File: src/rtl/delta_dram_pkg.sv
`default_nettype none
//==============================================================================
// Package  : delta_dram_pkg
// Brief    : Shared types and requester IDs for the Delta DRAM port arbiter.
// Revision : 1.0 - initial release
//==============================================================================
package delta_dram_pkg;

    localparam int c_NUM_REQ = 3;

    localparam int REQ_WEIGHT = 0;
    localparam int REQ_INPUT  = 1;
    localparam int REQ_OUTPUT = 2;

    typedef enum logic [1:0] {
        IDLE    = 2'd0,
        BUSY    = 2'd1,
        RELEASE = 2'd2
    } arb_state_t;

    typedef enum logic {
        READ  = 1'b0,
        WRITE = 1'b1
    } dram_op_t;

    // Index width that stays legal for a single requester.
    function automatic int idx_width(input int n);
        return (n > 1) ? $clog2(n) : 1;
    endfunction

endpackage
`default_nettype wire

File: src/rtl/delta_rr_picker.sv
`default_nettype none
//==============================================================================
// Module   : delta_rr_picker
// Brief    : Combinational round-robin winner search starting at rr_ptr.
// Revision : 1.0 - initial release
//==============================================================================
module delta_rr_picker
    import delta_dram_pkg::*;
#(
    parameter int NUM_REQ = c_NUM_REQ,
    localparam int IDX_W  = idx_width(NUM_REQ)
) (
    input  logic [NUM_REQ-1:0] req,
    input  logic [IDX_W-1:0]   rr_ptr,
    output logic               valid,
    output logic [IDX_W-1:0]   winner
);

    int               w_sum;
    logic [IDX_W-1:0] w_cand;

    // Scan from the farthest candidate inwards so the nearest hit wins.
    always_comb begin
        valid  = 1'b0;
        winner = '0;
        w_sum  = 0;
        w_cand = '0;
        for (int off = NUM_REQ - 1; off >= 0; off--) begin
            w_sum = int'(rr_ptr) + off;
            if (w_sum >= NUM_REQ) begin
                w_sum = w_sum - NUM_REQ;
            end
            w_cand = IDX_W'(w_sum);
            if (req[w_cand]) begin
                valid  = 1'b1;
                winner = w_cand;
            end
        end
    end

endmodule
`default_nettype wire

File: src/rtl/delta_dram_arbiter.sv
`default_nettype none
//==============================================================================
// Module   : delta_dram_arbiter
// Brief    : Round-robin owner of the single DRAM command port shared by the
//            weight, input and output managers; one transaction in flight.
// Revision : 1.0 - initial release
//==============================================================================
module delta_dram_arbiter
    import delta_dram_pkg::*;
#(
    parameter int NUM_REQ     = c_NUM_REQ,
    parameter int ADDR_W      = 32,
    parameter int TIMEOUT_CYC = 1024
) (
    input  logic                clock,
    input  logic                reset,
    input  logic [NUM_REQ-1:0]  Req_Read,
    input  logic [NUM_REQ-1:0]  Req_Write,
    input  logic [ADDR_W-1:0]   Req_Address [NUM_REQ],
    output logic [NUM_REQ-1:0]  Req_Grant,
    output logic [NUM_REQ-1:0]  Req_DataReady,
    output logic [NUM_REQ-1:0]  Req_WriteDone,
    output logic                DRAM_Read,
    output logic                DRAM_Write,
    output logic [ADDR_W-1:0]   DRAM_Address,
    input  logic                DRAM_DataReady,
    input  logic                DRAM_WriteDone,
    output logic                Busy,
    output logic [NUM_REQ-1:0]  Err_Both,
    output logic                Timeout
);

    localparam int IDX_W = idx_width(NUM_REQ);
    localparam int WD_W  = $clog2(TIMEOUT_CYC + 1);

    localparam logic [IDX_W-1:0] c_IDX_ONE    = IDX_W'(1);
    localparam logic [IDX_W-1:0] c_IDX_LAST   = IDX_W'(NUM_REQ - 1);
    localparam logic [IDX_W-1:0] c_IDX_FIRST  = IDX_W'(REQ_WEIGHT);
    localparam logic [WD_W-1:0]  c_WDOG_ONE   = WD_W'(1);
    localparam logic [WD_W-1:0]  c_WDOG_LIMIT = WD_W'(TIMEOUT_CYC);

    arb_state_t         r_state;
    dram_op_t           r_op;
    logic [IDX_W-1:0]   r_rr_ptr;
    logic [IDX_W-1:0]   r_gidx;
    logic [ADDR_W-1:0]  r_addr;
    logic [WD_W-1:0]    r_wdog;
    logic               r_timeout;
    logic [NUM_REQ-1:0] r_err_both;

    logic [NUM_REQ-1:0] w_req;
    logic               w_valid;
    logic [IDX_W-1:0]   w_winner;
    logic               w_busy;
    logic               w_rd_done;
    logic               w_wr_done;

    assign w_req = Req_Read | Req_Write;

    delta_rr_picker #(
        .NUM_REQ (NUM_REQ)
    ) u_picker (
        .req     (w_req),
        .rr_ptr  (r_rr_ptr),
        .valid   (w_valid),
        .winner  (w_winner)
    );

    assign w_busy    = (r_state == BUSY);
    assign w_rd_done = w_busy && (r_op == READ)  && DRAM_DataReady;
    assign w_wr_done = w_busy && (r_op == WRITE) && DRAM_WriteDone;

    always_ff @(posedge clock) begin
        if (reset) begin
            r_state    <= IDLE;
            r_op       <= READ;
            r_rr_ptr   <= c_IDX_FIRST;
            r_gidx     <= c_IDX_FIRST;
            r_addr     <= '0;
            r_wdog     <= '0;
            r_timeout  <= 1'b0;
            r_err_both <= '0;
        end else begin
            r_err_both <= r_err_both | (Req_Read & Req_Write);
            case (r_state)
                IDLE: begin
                    if (w_valid) begin
                        r_gidx  <= w_winner;
                        r_op    <= Req_Read[w_winner] ? READ : WRITE;
                        r_addr  <= Req_Address[w_winner];
                        // The first BUSY cycle already counts towards the limit.
                        r_wdog  <= c_WDOG_ONE;
                        r_state <= BUSY;
                    end
                end
                BUSY: begin
                    if (w_rd_done || w_wr_done) begin
                        r_wdog  <= '0;
                        r_state <= RELEASE;
                    end else if (r_wdog < c_WDOG_LIMIT) begin
                        r_wdog <= r_wdog + c_WDOG_ONE;
                        if ((r_wdog + c_WDOG_ONE) == c_WDOG_LIMIT) begin
                            r_timeout <= 1'b1;
                        end
                    end
                end
                RELEASE: begin
                    r_rr_ptr <= (r_gidx == c_IDX_LAST) ? '0 : (r_gidx + c_IDX_ONE);
                    r_state  <= IDLE;
                end
                default: begin
                    r_state <= IDLE;
                end
            endcase
        end
    end

    // Response pulses are routed straight through so a manager sees its data
    // in the same cycle the DRAM reports it.
    always_comb begin
        Req_Grant     = '0;
        Req_DataReady = '0;
        Req_WriteDone = '0;
        if (w_busy) begin
            Req_Grant[r_gidx]     = 1'b1;
            Req_DataReady[r_gidx] = w_rd_done;
            Req_WriteDone[r_gidx] = w_wr_done;
        end
    end

    assign DRAM_Read    = w_busy && (r_op == READ);
    assign DRAM_Write   = w_busy && (r_op == WRITE);
    assign DRAM_Address = w_busy ? r_addr : '0;
    assign Busy         = (r_state != IDLE);
    assign Err_Both     = r_err_both;
    assign Timeout      = r_timeout;

endmodule
`default_nettype wire

File: config.mk
export PLATFORM = sky130hd
export DESIGN_NAME = delta_dram_arbiter
export DESIGN_NICKNAME = d
export VERILOG_FILES = /design/src/rtl/delta_dram_pkg.sv /design/src/rtl/delta_rr_picker.sv /design/src/rtl/delta_dram_arbiter.sv
export SDC_FILE = /design/constraint.sdc
export NUM_CORES = 1
export LEC_CHECK = 0
export ABC_AREA = 1
export BUFFER_PORTS_ARGS = -buffer_cell sky130_fd_sc_hd__buf_2
export CELL_PAD_IN_SITES_DETAIL_PLACEMENT = 0
export CELL_PAD_IN_SITES_GLOBAL_PLACEMENT = 2
export CORE_MARGIN = 10
export CORE_UTILIZATION = 24
export DETAILED_ROUTE_END_ITERATION = 8
export GPL_ROUTABILITY_DRIVEN = 0
export HOLD_SLACK_MARGIN = 0.1
export PLACE_DENSITY = 0.78
export SLEW_MARGIN = 20
export SYNTH_ARGS = -nofsm -noshare
export SYNTH_HDL_FRONTEND = slang
export SYNTH_SLANG_ARGS = --single-unit
File: constraint.sdc
create_clock -name clock -period 2.16 [get_ports clock]
set_input_delay 0.432 -clock clock [delete_from_list [all_inputs] [get_ports clock]]
set_output_delay 0.432 -clock clock [all_outputs]
set_load 0.01 [all_outputs]
==> metrics <==
GR Overflow Total 0; residual DRC count 0; TritonCTS Buffers 5; Max Cap Viol 0; die width approximately 150 um; kind of critical path reg -> out; Die Span Y between 100 and 150 um; syn_nets about 730; Final ANT Viol Nets 0; met2 WL between 6000 and 7000 um; Layout Nets 884; CP Launch Type register; Finish-stage setup viols 0; Tot GR Track Use roughly an eighth; Clock Path Buffers 2; register area between 1000 and 1500 um2; Synth top area share between 20% and 30%; largest area contributor in the netlist dfxtp_1; CTS Hold Buffers Added 0; IO Port Bufs 153; leak pwr between 0.002 and 0.003 uW; Synth cell types 35; synth-to-layout area growth 32.5%; Root Buffer clkbuf_16; vias approximately 4.3k; Skew-Pair Late Insertion Delay about 0.3 ns; Worst-Margin Slew around 0.42 ns; synthesized area per cell 6.19 um2; Post-Place Worst Slack ~0.13 ns; top cells by area, synth dfxtp_1 (28%), inv_1 (11%), nand2_1 (10%); Die Footprint about 22,000 um2; crit path DAT between 1.5 and 2 ns; Max VDD drop between 200 and 300 uV; drt first pass iters 4; Routed wire per std cell roughly 14 um; Worst Slack Setup Final about 0.12 ns; PwrDens between 700 and 800 nW/um2; final hold viol count 0; status complete, no violations; ant diodes 0; Clock Skews around 0.0048 ns; CP max FO 27; top layer in use met4; Placed Instances a little under 1k; final hold slack approximately 0.39 ns; fmax roughly 490 MHz; H-tree levels 2; Hold Crit Class in -> reg; vias in the first global route 4,451; setup tns final 0 ns; synth warn 0; mapped cell area just under 4000 um2; global-route wire length before repair 22,500 um; non-filler cells, final about 990; CP startpoint r_state[1]; Worst EP required 1.73 ns; total length of routed met3 wires 1190 um; DR iter-0 viols about 180; Multi-input gate area 2150 um2; core area 15,800 um2; clock-pin slew on the worst setup and hold paths roughly 0.070 ns; final wirelength ~14,000 um; Initial Util 24.4%; share of layout cells above drive strength 1 31.7%; RSZ-0062 raised after global routing false; crit path time final 2.04 ns; fin crit share approximately 94%; register area share after synthesis between 20% and 30%; io pins ~150; Slew headroom 71.7%; num rows 46; CTS tree built; Syn Inst Count 624; fillers around 1.8k; HP Start Req_Write[2]; number of clock sinks 54; worst r2r src r_rr_ptr[0]; Slew Limit Fails 0; pin count of the biggest net entering global routing 36; synthesized flop and latch total 54; Via density ~4.3; CP Capture Type output port; initial antenna violation count 0; DP HPWL roughly 11,000 um; Routed met1 length between 6000 and 7000 um
routing by layer:
| layer | vias up | global-route usage (%) |
|---|---|---|
| met5 | - | 0 |
| met1 | 1916 | 14.9 |
| li1 | 2214 | - |
| met3 | 7 | 4.82 |
| met4 | 0 | 2.15 |
| met2 | 126 | 21.3 |
what timing repair did:
action / in CTS / in global routing
resized for setup: 0 / 10
setup buffers: 0 / 1
setup endpoints to repair: 0 / 60
cell families (layout without fill, tap and decap cells):
group | count (synthesis) | count (layout) | synth area share, %
and+or+nand+nor | 307 | 307 | 36.6
DFF | 54 | 54 | 28.0
AOI/OAI and AO/OA | 99 | 99 | 15.5
adders and majority gates | 4 | 4 | 1.30
buffers and inverters | 153 | 304 | 17.0
xor gates and xnor gates | 7 | 7 | 1.59
path summary, 6_finish.rpt:
path | to | slack, ns | cells after the start
max | DRAM_Address[8] | 0.12 | 6
min | Err_Both[2] | 0.39 | 3
max reg2reg | r_addr[17] | 0.21 | 14
min reg2reg | Timeout | 0.45 | 2
final cells by class:
type	instances	area share (%)
Multi-Input combinational cell	417	42.0
Sequential cell	54	21.1
Timing Repair Buffer	173	19.3
Inverter	123	9.02
Tap cell	216	5.28
Clock buffer	6	2.52
Clock inverter	2	0.733
power breakdown:
part / internal, uW / switching (uW) / leakage, uW / total (uW)
Sequential: 1150 / 94.7 / 0.000446 / 1240
Combinational: 559 / 900 / 0.00213 / 1460
Clock: 549 / 388 / 0.0000771 / 937
cells in the mapped netlist, drive strengths merged:
cell type	instances
a21boi	1
nand2	118
o211ai	1
inv	121
buf	24
clkinv	2
and2	1
nand4	2
dfxtp	54
xnor2	3
nor3	6
ha	4
o21ai	24
nand3	70
nand3b	1
clkbuf	6
xor2	4
nor2	109
a21oi	73
cells in the final DEF, fill, tap and decap left out, drive strengths merged:
| cell | count |
|---|---|
| xnor2 | 3 |
| clkinvlp | 1 |
| inv | 121 |
| and2 | 1 |
| dfxtp | 54 |
| nor2 | 109 |
| nand3 | 70 |
| bufinv | 1 |
| nand4 | 2 |
| nand2 | 118 |
| a21oi | 73 |
| xor2 | 4 |
| nor3 | 6 |
| ha | 4 |
| o21ai | 24 |
| clkinv | 2 |
| o211ai | 1 |
| buf | 172 |
| clkbuf | 7 |
| nand3b | 1 |
| a21boi | 1 |
flip-flops by register name, indices dropped and copies added (netlist names):
| register | cells |
|---|---|
| r_addr | 32 |
| r_wdog | 11 |
| Err_Both | 3 |
| r_gidx | 2 |
| r_rr_ptr | 2 |
| r_state | 2 |
| Timeout | 1 |
| r_op | 1 |
through the flow:
stage	total power [uW]	utilization (%)	area (um2)
floorplan	2210	-	3860
global placement	2670	30.8	4870
detailed placement	2680	30.8	4870
CTS	3630	31.8	5040
global route	3910	32.3	5120
finish	3640	32.3	5120
critical path: stages, from the launching register on:
cell and delay [ns]:
dfxtp_1 0.35, inv_2 0.06, nand2_2 0.17, buf_4 0.22, buf_6 0.25, nor2_1 0.08
buf_2 0.15
Note: power is estimated with default switching activity, not from simulation.
